`src/rtl/charlie_scan.sv`:
```
// Charlieplex LED matrix scanner: walks every off-diagonal (row, col) pair with a
// blanking cycle per slot, temporal PWM across frames, and a double-buffered frame load.
module charlie_scan #(
    parameter int PINS     = 8,
    parameter int PWM_BITS = 2,
    parameter int DWELL    = 4
) (
    input  logic                         clk,
    input  logic                         rst,
    input  logic                         enable,
    input  logic [PINS*PINS*PWM_BITS-1:0] fb_in,
    input  logic                         fb_valid,
    output logic                         fb_ready,
    output logic                         frame_start,
    output logic [PINS-1:0]              uio_out,
    output logic [PINS-1:0]              uio_oe
);
    localparam int FB_W = PINS * PINS * PWM_BITS;
    localparam int PW   = $clog2(PINS);
    localparam int DW   = $clog2(DWELL);

    localparam logic [PW-1:0]       LAST_IDX = PW'(PINS - 1);
    localparam logic [PW-1:0]       LAST_COL = PW'(PINS - 2);
    localparam logic [DW-1:0]       D_LAST   = DW'(DWELL - 1);
    localparam logic [PWM_BITS-1:0] P_LAST   = PWM_BITS'((1 << PWM_BITS) - 2);

    // The slot counter is kept as its (row, col) decomposition; slot 0 is (0, 1).
    logic [PW-1:0]       row;
    logic [PW-1:0]       col;
    logic [DW-1:0]       d;
    logic [PWM_BITS-1:0] p;

    logic [FB_W-1:0] active;
    logic [FB_W-1:0] pending;
    logic            pending_full;

    logic                last_slot;
    logic                last_cycle;
    logic                slot0_blank;
    logic [PW-1:0]       row_nxt;
    logic [PW-1:0]       col_nxt;
    logic [PWM_BITS-1:0] level;
    logic [PINS-1:0]     oe_nxt;
    logic [PINS-1:0]     out_nxt;

    assign last_slot   = (row == LAST_IDX) && (col == LAST_COL);
    assign last_cycle  = enable && last_slot && (d == D_LAST);
    assign slot0_blank = (row == '0) && (col == PW'(1)) && (d == '0);
    assign fb_ready    = !rst && !pending_full;

    // Advance to the next slot in row-major order, stepping over the diagonal.
    always_comb begin
        int ci;
        row_nxt = row;
        col_nxt = col;
        ci      = int'(col) + 1;
        if (ci == int'(row)) begin
            ci = ci + 1;
        end
        if (last_slot) begin
            row_nxt = '0;
            col_nxt = PW'(1);
        end else if (ci > PINS - 1) begin
            row_nxt = row + 1'b1;
            col_nxt = '0;
        end else begin
            col_nxt = PW'(ci);
        end
    end

    always_comb begin
        level = '0;
        for (int r = 0; r < PINS; r++) begin
            for (int c = 0; c < PINS; c++) begin
                if (row == PW'(r) && col == PW'(c)) begin
                    level = active[(r*PINS+c)*PWM_BITS +: PWM_BITS];
                end
            end
        end
    end

    always_comb begin
        oe_nxt  = '0;
        out_nxt = '0;
        if (d != '0 && level > p) begin
            oe_nxt  = (PINS'(1) << row) | (PINS'(1) << col);
            out_nxt = PINS'(1) << row;
        end
    end

    always_ff @(posedge clk) begin
        if (rst) begin
            row          <= '0;
            col          <= PW'(1);
            d            <= '0;
            p            <= '0;
            active       <= '0;
            pending      <= '0;
            pending_full <= 1'b0;
            uio_out      <= '0;
            uio_oe       <= '0;
            frame_start  <= 1'b0;
        end else begin
            if (enable) begin
                uio_out     <= out_nxt;
                uio_oe      <= oe_nxt;
                frame_start <= slot0_blank;
                if (d == D_LAST) begin
                    d   <= '0;
                    row <= row_nxt;
                    col <= col_nxt;
                    if (last_slot) begin
                        p <= (p == P_LAST) ? '0 : p + 1'b1;
                    end
                end else begin
                    d <= d + 1'b1;
                end
            end else begin
                uio_out     <= '0;
                uio_oe      <= '0;
                frame_start <= 1'b0;
                row         <= '0;
                col         <= PW'(1);
                d           <= '0;
                p           <= '0;
            end

            // A frame accepted on the boundary cycle itself waits for the next boundary.
            if (last_cycle && pending_full) begin
                active       <= pending;
                pending_full <= 1'b0;
            end else if (fb_valid && !pending_full) begin
                pending      <= fb_in;
                pending_full <= 1'b1;
            end
        end
    end
endmodule

```
`config.mk`:
```
export PLATFORM = sky130hd
export DESIGN_NAME = charlie_scan
export DESIGN_NICKNAME = d
export VERILOG_FILES = /design/src/rtl/charlie_scan.sv
export SDC_FILE = /design/constraint.sdc
export NUM_CORES = 1
export LEC_CHECK = 0
export BUFFER_PORTS_ARGS = -buffer_cell sky130_fd_sc_hd__buf_2
export CORE_ASPECT_RATIO = 0.8
export CORE_UTILIZATION = 30
export CTS_CLUSTER_SIZE = 10
export DETAILED_ROUTE_END_ITERATION = 10
export PLACE_DENSITY = 0.44
export SLEW_MARGIN = 20
export SYNTH_ARGS = -nofsm -noshare
export SYNTH_HDL_FRONTEND = slang
export SYNTH_SLANG_ARGS = --single-unit
```
`constraint.sdc`:
```
create_clock -name clk -period 5.3 [get_ports clk]
set_clock_uncertainty 0.05 [all_clocks]
set_input_delay 0.265 -clock clk [delete_from_list [all_inputs] [get_ports clk]]
set_output_delay 0.265 -clock clk [all_outputs]
set_load 0.03 [all_outputs]
```
# Word-level counts from Yosys, hierarchy flattened
# Cells that the tools add are included.
# totals
wordCells	195
out_inout_bits	18
reg_bits	284
# op_classes
magnitude_cmp	2
muxes	70
n_eq_ne	17
addsub	5
shift	2
reduce_logical	85
bitwise	4
# ops
op	n
2-bit 2-to-1 mux	65
1-bit logical AND	71
32-bit by 4-bit greater-than comparator with 1-bit output, second input constant	1
3-bit == test, second input constant	8
1-bit by 3-bit << shifter with 8-bit output, first input constant	2
3-bit by 2-bit == test with 1-bit output, second input constant	4
3-bit 2-to-1 mux	4
8-bit OR	1
3-bit by 1-bit == test with 1-bit output, second input constant	2
3-bit logical NOT	2
2-bit AND reduction	3
3-bit OR reduction	2
4-bit by 1-bit adder with 5-bit output, second input constant	1
5-bit 2-to-1 mux	1
2-bit by 1-bit adder with 2-bit output, second input constant	2
3-bit by 1-bit adder with 4-bit output, second input constant	1
2-bit == test, second input constant	2
4-bit by 3-bit == test with 1-bit output	1
2-bit nonzero test	2
2-bit OR reduction	2
3-bit by 1-bit adder with 3-bit output, second input constant	1
1-bit NOT	3
2-bit greater-than comparator	1
1-bit logical NOT	2
2-bit logical NOT	1

# Logic depth before layout (Yosys ltp)
# Gate-level depths: netlist (run 1).
# depth
ltp_word	70
depth_mapped	17
ltp_nobuf	13

# Worst setup path after synthesis (run 1)
# No wires, ideal clock.
# synth_path
path_kind	register to register
startpoint	register col[2]
endpoint	register uio_oe[5]
n_path_buf	4
arrival_ns	3.387
stages_incl_launch_ff	17
setup_ns	0.132
period_less_slack_ns	3.570
path_slack_ns	1.730
path_cell_list	dfxtp_1 -> clkbuf_1 -> inv_1 -> ha_1 -> buf_2 -> buf_1 -> a211oi_1 -> a21oi_1 -> a211o_1 -> a21oi_1 -> o21ai_0 -> a31o_1 -> ha_1 -> nor2b_1 -> o21ai_1 -> clkbuf_1 -> a21oi_1
# synth_between
elab_chain_len	70
elab_cells_between_ends	142
classes_between	order compare (1); eq/ne (7); shift (1); mux (64); bitwise (2); reduce/logical (67)
# synth_lines
item	line_no	rtl
start: declaration	29	logic [PW-1:0] col;
start signal: assignment	111	col <= col_nxt;
3-bit logical NOT	75	if (row == PW'(r) && col == PW'(c)) begin
1-bit logical AND	75	
2-bit 2-to-1 mux (64 in series)	75	
2-bit greater-than comparator	85	if (d != '0 && level > p) begin
1-bit logical AND	85	
1-bit NOT (no source line)	-	
3-bit OR reduction (no source line)	-	
end signal: assignment	106	uio_oe <= oe_nxt;
end: declaration	16	output logic [PINS-1:0] uio_oe
# Several ways; a longest one is shown, not always the timed one.
# A chain may end at the register's enable or synchronous reset.

# Final worst setup path (run 1)
# layout_path
startpoint	register col[1]
endpoint	register uio_oe[0]
# Same word-level chain as after synthesis.

==> results of run 1 <==
## cells by family (layout without fill, tap and decap cells)
| logic type | Yosys count | count (layout) | share of synthesized area [%] |
|---|---|---|---|
| DFF | 284 | 284 | 47.5 |
| and+or+nand+nor | 708 | 708 | 24.4 |
| AOI/OAI and AO/OA | 438 | 438 | 20.9 |
| adders and majority gates | 18 | 18 | 1.88 |
| xor gates and xnor gates | 3 | 3 | 0.220 |
| muxes | 1 | 1 | 0.0837 |
| buffers and inverters | 143 | 369 | 4.93 |
## layout make-up
type                       count  share of cell area, %
clock buffer                  40                   5.90
clock inverter                 1                 0.0571
inverter                      19                  0.465
multi-input combinational   1168                   37.2
sequential                   284                   37.1
tap                          536                   4.37
timing repair buffer         309                   14.9
## synthesized netlist by cell type, types with 13 or more instances
master    count
nand2_1     558
a21oi_1     306
dfxtp_1     284
clkbuf_1     90
nor2_1       46
o21ai_0      39
buf_2        27
ha_1         18
inv_1        17
nor3_1       16
nor2b_1      14
a221oi_1     13
## worst max-delay path, stage by stage (launching register included)
cell and delay (ns):
dfxtp_1 0.37, inv_1 0.10, ha_1 0.71, nor2b_1 0.50
a311o_1 0.29, o311ai_1 0.13, a211oi_2 0.30, o211ai_1 0.16
nor4_1 0.41, a211oi_1 0.14, ha_1 0.30, a211oi_1 0.24
o21ai_2 0.26, a21oi_1 0.19
## routing by layer
metal / wire length, µm / track usage, %
met1: 19400 / 27.0
met2: 17900 / 30.7
met3: 1650 / 3.28
met4: 728 / 5.22
met5: 0 / 0
## registers in the layout (all words and copies together) (netlist names)
name	count
d	2
col	3
row	3
frame_start	1
pending_full	1
p	2
active	128
uio_out	8
pending	128
uio_oe	8
## worst max path at each step
stage	to	cells past startpoint
after floorplan	uio_oe[5]	16
final	uio_oe[0]	13
after detailed placement	uio_oe[0]	12
after global routing	uio_oe[2]	14
after CTS	uio_oe[2]	14
after global placement	uio_oe[0]	14
## power by group through the flow
stage | logic [mW] | registers (mW) | clock network, mW
global route | 0.322 | 2.23 | 2.18
global placement | 0.215 | 2.27 | 0
finish | 0.286 | 2.22 | 2.03
floorplan | 0.130 | 2.26 | 0
CTS | 0.290 | 2.22 | 2.10
detailed placement | 0.218 | 2.27 | 0
## metrics by stage
| step | cell area [µm²] | power [mW] | std cells | utilization (%) | setup slack (ns) |
|---|---|---|---|---|---|
| after global routing | 15300 | 4.73 | 2357 | 39.0 | 0.753 |
| after detailed placement | 13100 | 2.49 | 2188 | 33.4 | 1.11 |
| after CTS | 15300 | 4.61 | 2357 | 39.0 | 1.08 |
| final | 15300 | 4.54 | 2357 | 39.0 | 1.05 |
| after global placement | 13100 | 2.48 | 2188 | 33.4 | 0.893 |
| after floorplan | 12000 | 2.39 | 1595 | - | 1.73 |
## what timing repair did
| action | in CTS | in global routing |
|---|---|---|
| hold buffers | 128 | 0 |
| endpoints found under the hold margin | 128 | 0 |
| setup endpoints to repair | 0 | 0 |
==> flow_summary_export.csv, run 1 <==
group,metric,value,unit
cts,numCtsBuffers,34,
routing,antenna_left,0,
sta,rsz0062_at_grt,"false",
hold_path,min_path_type,"input pin to register",
synthesis,synth_edf_count,0,
place,routabilityCongestion,0.903,
sta,fin_tns_setup,0,ns
routing,post_drt_via_cell_ratio,4.92,
die,die_y,181,µm
die,core_area,0.0394,mm²
setup_path,start_kind,"register",
finish,layout_commonest_cell,"nand2_1",
power,clkPwrFrac,44.7,%
sta,setup_violations,0,
power,p_switching,1.02,mW
outcome,status,"completed",
sta,slew_violations,0,
synthesis,ys_ff_latch,284,
setup_path,worstReg2RegStart,"col[1]",
setup_path,worstPathMaxFanout,20,
setup_path,crit_type,"register to register",
routing,dr.pass1.iters,5,
power,power_frac_seq,49.0,%
global_route,grt_max_degree,130,
finish,final_cell_mix,"nand2_1 (558), a21oi_1 (306), dfxtp_1 (284)",
synthesis,syn_inst,1595,
cts,cts_tree,"yes",
routing,drt_wl_total,39700,µm
hold_path,hold_end,"pending_full",
sta,hold_violations,0,
sta,finalCritPeriodShare,80.1,%
setup_path,cp.required,5.69,ns
place,numPortBuffers,149,
global_route,antenna_found_initial,0,
synthesis,synth_area_leaders,"dfxtp_1 (48%), nand2_1 (18%), a21oi_1 (13%), clkbuf_1 (2.8%), ha_1 (1.9%)",
power,peakVddDrop,167,µV
die,start_util,30.4,%
setup_path,reg2regPathDepth,13,
setup_path,crit_arrival,4.64,ns
synthesis,synthArstFlopShare,0,%
power,pwr-share-comb,6.3,%
setup_path,cp-end-kind,"register",
setup_path,crit_start,"col[1]",
die,die_w,225,µm
global_route,overflow,0,
routing,drc,0,
finish,ff_latch_area,0.00569,mm²
power,power_per_cell_area,296,mW/mm²
die,rows,65,
power,power.internal,3.52,mW
setup_path,rrSetupSlack,1.05,ns
cts,cts.sinks,284,
synthesis,synth_top_area_cell,"dfxtp_1",
global_route,grt_pass1_wl,62800,µm
synthesis,synth_top_area_share,47.5,%
synthesis,synth_area,0.0120,mm²
synthesis,syn_nets,1745,
synthesis,ys_types,65,
finish,n_antenna_cell,0,
sta,relSlewSlack,27.6,%
cts,clk_path_buf_depth,3,
synthesis,ys.flop_type,"dfxtp_1",
finish,multi_input_area,0.00571,mm²
sta,min_period,4.25,ns
synthesis,seq_area_frac_synth,47.5,%
cts,clk_pin_slew,0.06,ns
finish,drive_gt1_share,12.6,%
cts,postCtsSetupBuffers,0,
cts,cts_resized,0,
finish,final_nets,1966,
flow_run,cap_viol_max_count,0,
power,p_leak,5.64,nW
routing,post_drt_wl_per_cell,16.8,µm
sta,whs,0.0213,ns
setup_path,timing.rr.end,"uio_oe[0]",
synthesis,yosys_warnings,0,
place,dp_hpwl,26600,µm
finish,syn_to_final_growth,28.2,%
hold_path,holdPathStages,3,
global_route,track_usage,19.4,%
die,ios,150,
cts,root_buffer,"clkbuf_16",
cts,clk_latency,0.51,ns
synthesis,avgSynthCellArea,7.50,µm²
die,dieArea,0.0407,mm²
routing,drt_iter0_drc,790,
global_route,grt_pass1_vias,11200,
hold_path,hold_start,"fb_valid",
sta,worst_pin_slew,1.09,ns
sta,max_freq,0.235,GHz
finish,fillerInstances,4253,
routing,vias,11600,
power,swShare,22.4,%
cts,cts_max_level,2,
Power figures use the tool's default switching activity.
==> inputs of run 2 (changes only) <==
ABC_AREA = 1   (was not set)
PLACE_DENSITY = 0.45   (was 0.44)
clock period = 3.7 ns   (was 5.3 ns; I/O delays follow)
==> run 2 against run 1 <==
  * The run now ends with negative setup slack left
  * Register-to-register slack worse by 2.8 ns
  * Total power up 49%
  * Sequential cell count unchanged
  * Hold slack better by 0.044 ns
  * Combinational power up 57%
  * Critical path depth up 70
  * Cell count up 10%
  * Via count down 2.3%
  * Routed wire length down 15%
==> flow_summary_export.csv, run 2 <==
group,metric,value,unit
outcome,status,"complete, but fails checks",
outcome,violations,"negative setup slack",
setup_path,start_kind,"register",
power,power_per_cell_area,420,mW/mm²
place,place_worst_setup_slack,-1.92,ns
synthesis,synth_edf_count,0,
sta,fin_tns_setup,-28.44,ns
synthesis,yosys_warnings,0,
finish,final_nets,2208,
die,start_util,30.8,%
finish,layout_commonest_cell,"nor2_1",
routing,vias,11300,
sta,relSlewSlack,45.1,%
routing,drc,0,
hold_path,hold_start,"enable",
die,die_w,224,µm
sta,finalCritPeriodShare,148,%
sta,finalWorstSetupSlack,-1.79,ns
die,die_y,180,µm
power,p_leak,7.15,nW
global_route,grt_pass1_wl,55100,µm
setup_path,worstReg2RegStart,"col[1]",
synthesis,synth_common_cells,"nor2_1 (600), dfxtp_1 (284), o21ai_0 (281), nand2_1 (228), inv_1 (122)",
die,core_area,0.0386,mm²
cts,numCtsBuffers,35,
power,finalPower,6.78,mW
hold_path,holdPathStages,3,
synthesis,ys_types,29,
synthesis,ys_ff_latch,284,
synthesis,synth_top_area_cell,"dfxtp_1",
synthesis,avgSynthCellArea,6.82,µm²
finish,n_antenna_cell,0,
setup_path,cp.required,4.04,ns
setup_path,rrSetupSlack,-1.79,ns
global_route,met2_usage,25.0,%
finish,finalInstanceArea,0.0161,mm²
finish,top_regs,"active x128, pending x128",
sta,hold_violations,0,
cts,cts_tree,"yes",
routing,post_drt_wl_per_cell,12.9,µm
global_route,track_usage,16.7,%
cts,cts_max_level,2,
routing,drt_wl_total,33600,µm
finish,drive_gt1_share,15.7,%
global_route,met1_usage,24.6,%
synthesis,synthArstFlopShare,0,%
global_route,grt_pass1_vias,10800,
power,peakVddDrop,284,µV
sta,setup_violations,16,
flow_run,cap_viol_max_count,0,
finish,syn_to_final_growth,35.9,%
synthesis,yosysMostFrequentCell,"nor2_1",
sta,worst_pin_slew,0.823,ns
global_route,antenna_found_initial,0,
routing,antenna_left,0,
cts,clk_path_buf_depth,3,
finish,fillerInstances,4107,
routing,dr.pass1.iters,5,
sta,slew_violations,0,
cts,clk_pin_slew,0.06,ns
routing,post_drt_via_cell_ratio,4.37,
routing,drt_iter0_drc,535,
setup_path,crit_type,"register to register",
sta,rsz0062_at_grt,"true",
global_route,top_usage_layer,"met2",
setup_path,timing.rr.end,"uio_oe[7]",
setup_path,cp-end-kind,"register",
sta,min_period,5.49,ns
finish,final_cell_mix,"nor2_1 (597), o21ai_0 (279), dfxtp_1 (279)",
setup_path,cpPeakStageDelay,0.38,ns
setup_path,critical-path-slowest-cell,"dfxtp_4",
synthesis,syn_inst,1743,
cts,clk_latency,0.51,ns
place,postPlaceCellArea,0.0137,mm²
die,rows,64,
setup_path,reg2regPathDepth,83,
cts,root_buffer,"clkbuf_16",
die,ios,150,
place,numPortBuffers,149,
sta,max_freq,0.182,GHz
synthesis,ys.flop_type,"dfxtp_1",
cts,cts.sinks,284,
synthesis,seq_area_frac_synth,47.9,%
global_route,grt_max_degree,129,
place,dp_hpwl,22300,µm
setup_path,worstPathMaxFanout,8,
finish,utilization,41.8,%
synthesis,synth_area_leaders,"dfxtp_1 (48%), nor2_1 (19%), o21ai_0 (12%), nand2_1 (7.2%), inv_1 (3.9%)",
global_route,overflow,0,
setup_path,crit_start,"col[1]",
synthesis,synth_top_area_share,47.9,%
die,dieArea,0.0404,mm²
setup_path,crit_top_cell,"nand2_1",
hold_path,hold_end,"row[2]",
hold_path,min_path_type,"input pin to register",
synthesis,synth_area,0.0119,mm²
global_route,use_met3,2.75,%
setup_path,crit_arrival,5.83,ns
place,routabilityCongestion,0.792,
synthesis,syn_nets,1893,
==> run 2: cell count changes after synthesis, moves of 13 or more <==
cell | before | now
o21ai_0 | 39 | 281
a221oi_1 | 13 | 0
nor2_1 | 46 | 600
nand2_1 | 558 | 228
buf_2 | 27 | 1
nand3_1 | 11 | 29
nor2b_1 | 14 | 0
inv_1 | 17 | 122
a21oi_1 | 306 | 55
==> run 2: logic make-up after synthesis <==
logic type | share of synthesized area, %
AND/OR/NAND/NOR | 28.1
AO/OA/AOI/OAI | 14.8
flip-flops | 47.9
buffers and inverters | 7.09
adder cells (fa/ha/maj) | 1.90
XOR/XNOR | 0.221
==> run 2: layer usage <==
| layer | wire length, µm | up-vias | part of all wire [%] |
|---|---|---|---|
| met3 | 1040 | 43 | 3.1 |
| met1 | 17900 | 5025 | 53 |
| li1 | - | 6117 | - |
| met5 | 0 | - | 0 |
| met4 | 546 | 0 | 1.6 |
| met2 | 14100 | 151 | 42 |
==> run 2: metrics by stage <==
stage,hold WS [ns],std cells
4_1_cts,0.0380,2591
6_report,0.0649,2595
2_1_floorplan,0.270,1743
3_5_place_dp,0.362,2412
5_1_grt,0.0563,2595
3_3_place_gp,0.357,2412
==> run 2: where the power goes <==
group / switching [mW] / internal (mW) / leakage, nW / total, mW
sequential: 0.0560 / 3.17 / 2.32 / 3.23
clock: 1.22 / 1.89 / 0.494 / 3.10
combinational: 0.230 / 0.220 / 4.34 / 0.450
==> run 2: final cells by class <==
type	count	area, µm²	area share [%]
sequential	284	5700	35.3
multi-input combinational	1239	5490	34.0
timing repair buffer	370	2800	17.3
clock buffer	44	972	6.02
tap	528	661	4.09
inverter	128	494	3.06
clock inverter	2	35.0	0.217
==> run 2: how the worst max path moves through the flow <==
stage	to	cells after the start	slack [ns]
finish	uio_oe[7]	83	-1.79
global route	uio_oe[5]	83	-2.68
floorplan	uio_oe[5]	82	-1.40
detailed placement	uio_oe[6]	82	-1.92
global placement	uio_oe[4]	82	-1.90
CTS	uio_oe[7]	79	-1.87
==> run 2: repair_timing <==
item	in CTS	in global routing
gates cloned	1	0
setup endpoints to repair	16	16
hold buffers	129	0
buffers inserted	3	4
pin swaps	6	5
gates resized for setup	13	5
hold endpoints to repair	129	0
==> run 2: worst max-delay path: cells and delay by family (launching register included) <==
kind	cells	cell delay [ns]
and+or+nand+nor	72	3.65
adders and majority gates	2	0.38
buffers and inverters	6	0.55
DFF	1	0.38
AOI/OAI and AO/OA	3	0.35
==> inputs of run 3 (changes only) <==
CORE_ASPECT_RATIO = not set   (was 0.8)
==> run 3 against run 2 <==
  * The run still ends with negative setup slack left
  * Total power fell by 0.21%
  * Combinational power about the same
  * Fmax down 2.4%
  * Hold slack better by 0.074 ns
  * Clock power about the same
  * Sequential cell count stayed put
  * Sequential power about the same
  * Largest cell class unchanged
==> flow_summary_export.csv, run 3 (same netlist as run 2, synthesis figures left out) <==
group,metric,value,unit
outcome,status,"complete, but fails checks",
outcome,violations,"negative setup slack",
place,place_worst_setup_slack,-1.88,ns
routing,post_drt_via_cell_ratio,4.40,
finish,n_antenna_cell,0,
sta,worst_pin_slew,0.883,ns
flow_run,cap_viol_max_count,0,
cts,numCtsBuffers,35,
place,numPortBuffers,149,
routing,drc,0,
sta,hold_violations,0,
setup_path,crit_top_cell,"nand2_1",
hold_path,hold_start,"rst",
global_route,overflow,0,
die,rows,72,
setup_path,cpPeakStageDelay,0.32,ns
routing,post_drt_wl_per_cell,12.9,µm
setup_path,crit_type,"register to register",
setup_path,crit_arrival,5.98,ns
die,die_w,201,µm
setup_path,rrSetupSlack,-1.92,ns
power,p_switching,1.52,mW
finish,top_regs,"active x128, pending x128",
die,dieArea,0.0404,mm²
routing,drt_wl_total,33400,µm
power,power_frac_seq,47.7,%
cts,clk_path_buf_depth,3,
global_route,grt_pass1_wl,54900,µm
setup_path,cp.required,4.05,ns
finish,final_cell_mix,"nor2_1 (594), o21ai_0 (281), dfxtp_1 (279)",
sta,max_freq,0.178,GHz
power,clkPwrFrac,45.7,%
place,dp_hpwl,22000,µm
sta,min_period,5.62,ns
sta,finalWorstSetupSlack,-1.92,ns
cts,cts_max_level,2,
setup_path,start_kind,"register",
cts,clk_pin_slew,0.05,ns
finish,fin_cells,2581,
die,start_util,30.6,%
finish,final_nets,2202,
global_route,grt_max_degree,131,
cts,clk_latency,0.53,ns
sta,relSlewSlack,41.1,%
cts,root_buffer,"clkbuf_16",
setup_path,worstPathMaxFanout,8,
global_route,grt_pass1_vias,11100,
routing,drt-met1-wl,16200,µm
finish,syn_to_final_growth,35.5,%
routing,dr_wl_met2,15200,µm
sta,slew_violations,0,
routing,wl_met3,1330,µm
setup_path,timing.rr.end,"uio_oe[1]",
place,placed_cells,2400,
sta,setup_violations,16,
setup_path,critical-path-slowest-cell,"dfxtp_2",
routing,drt_iter0_drc,450,
power,peakVddDrop,317,µV
finish,layout_commonest_cell,"nor2_1",
setup_path,worstReg2RegStart,"row[1]",
sta,rsz0062_at_grt,"true",
power,power.internal,5.25,mW
sta,finalCritPeriodShare,152,%
hold_path,holdPathStages,4,
hold_path,min_path_type,"input pin to register",
cts,cts.sinks,284,
routing,dr.pass1.iters,5,
setup_path,cp-end-kind,"register",
setup_path,reg2regPathDepth,79,
die,die_y,201,µm
power,swShare,22.4,%
global_route,antenna_found_initial,0,
routing,antenna_left,0,
power,finalPower,6.77,mW
routing,vias,11300,
routing,topRoutingLayerUsed,"met4",
die,core_area,0.0388,mm²
power,pwr-share-comb,6.6,%
finish,finalInstanceArea,0.0161,mm²
place,routabilityCongestion,0.800,
power,power_per_cell_area,420,mW/mm²
finish,drive_gt1_share,15.6,%
hold_path,hold_end,"pending[4]",
cts,cts_tree,"yes",
place,postPlaceCellArea,0.0137,mm²
power,p_leak,7.12,nW
die,ios,150,
global_route,track_usage,16.6,%
[run 3: metal layers]
metal	track usage, %	vias to the layer above
li1	-	6093
met1	21.8	5031
met2	27.4	168
met3	3.13	55
met4	4.91	0
met5	0	-
[run 3: worst max-delay path by stage]
stage | slack [ns] | startpoint | to | cells past startpoint
6_report | -1.92 | row[1] | uio_oe[1] | 79
5_1_grt | -2.97 | row[0] | uio_oe[7] | 83
4_1_cts | -1.87 | row[1] | uio_oe[6] | 82
3_5_place_dp | -1.88 | row[1] | uio_out[6] | 82
3_3_place_gp | -1.80 | col[1] | uio_oe[6] | 82
2_1_floorplan | -1.40 | col[1] | uio_oe[5] | 82
[run 3: layout make-up]
class,instances,area (µm²)
fillers,4053,22700
inverters,128,492
repair buffers,364,2770
well taps,518,648
clock inverters,2,35.0
clock buffers,46,960
multi-input cells,1239,5500
flip-flops and latches,284,5700
[run 3: critical path: cells and delay by family, from the launching register on]
family / cells / cell delay, ns
and+or+nand+nor: 66 / 3.45
buffers and inverters: 7 / 0.76
adders and majority gates: 2 / 0.46
AOI/OAI and AO/OA: 4 / 0.43
DFF: 1 / 0.32
[run 3: through the flow]
| step | setup TNS (ns) | utilization (%) | hold slack, ns |
|---|---|---|---|
| after floorplan | -20.87 | - | 0.270 |
| after global placement | -28.72 | 35.3 | 0.356 |
| after detailed placement | -29.91 | 35.3 | 0.361 |
| after CTS | -29.77 | 41.2 | 0.115 |
| after global routing | -47.14 | 41.5 | 0.180 |
| final | -30.48 | 41.5 | 0.139 |
[run 3: repair_timing]
item | in CTS | in global routing
gates resized for setup | 2 | 17
cloned | 0 | 1
endpoints found under the setup margin | 16 | 16
endpoints found under the hold margin | 130 | 0
hold buffers | 130 | 0
setup buffers | 0 | 2
[run 3: power groups by stage]
stage	Clock, mW	Sequential (mW)	Combinational (mW)
2_1_floorplan	0	3.27	0.217
5_1_grt	3.33	3.24	0.516
6_report	3.09	3.23	0.449
4_1_cts	3.22	3.22	0.456
3_3_place_gp	0	3.29	0.346
3_5_place_dp	0	3.29	0.349
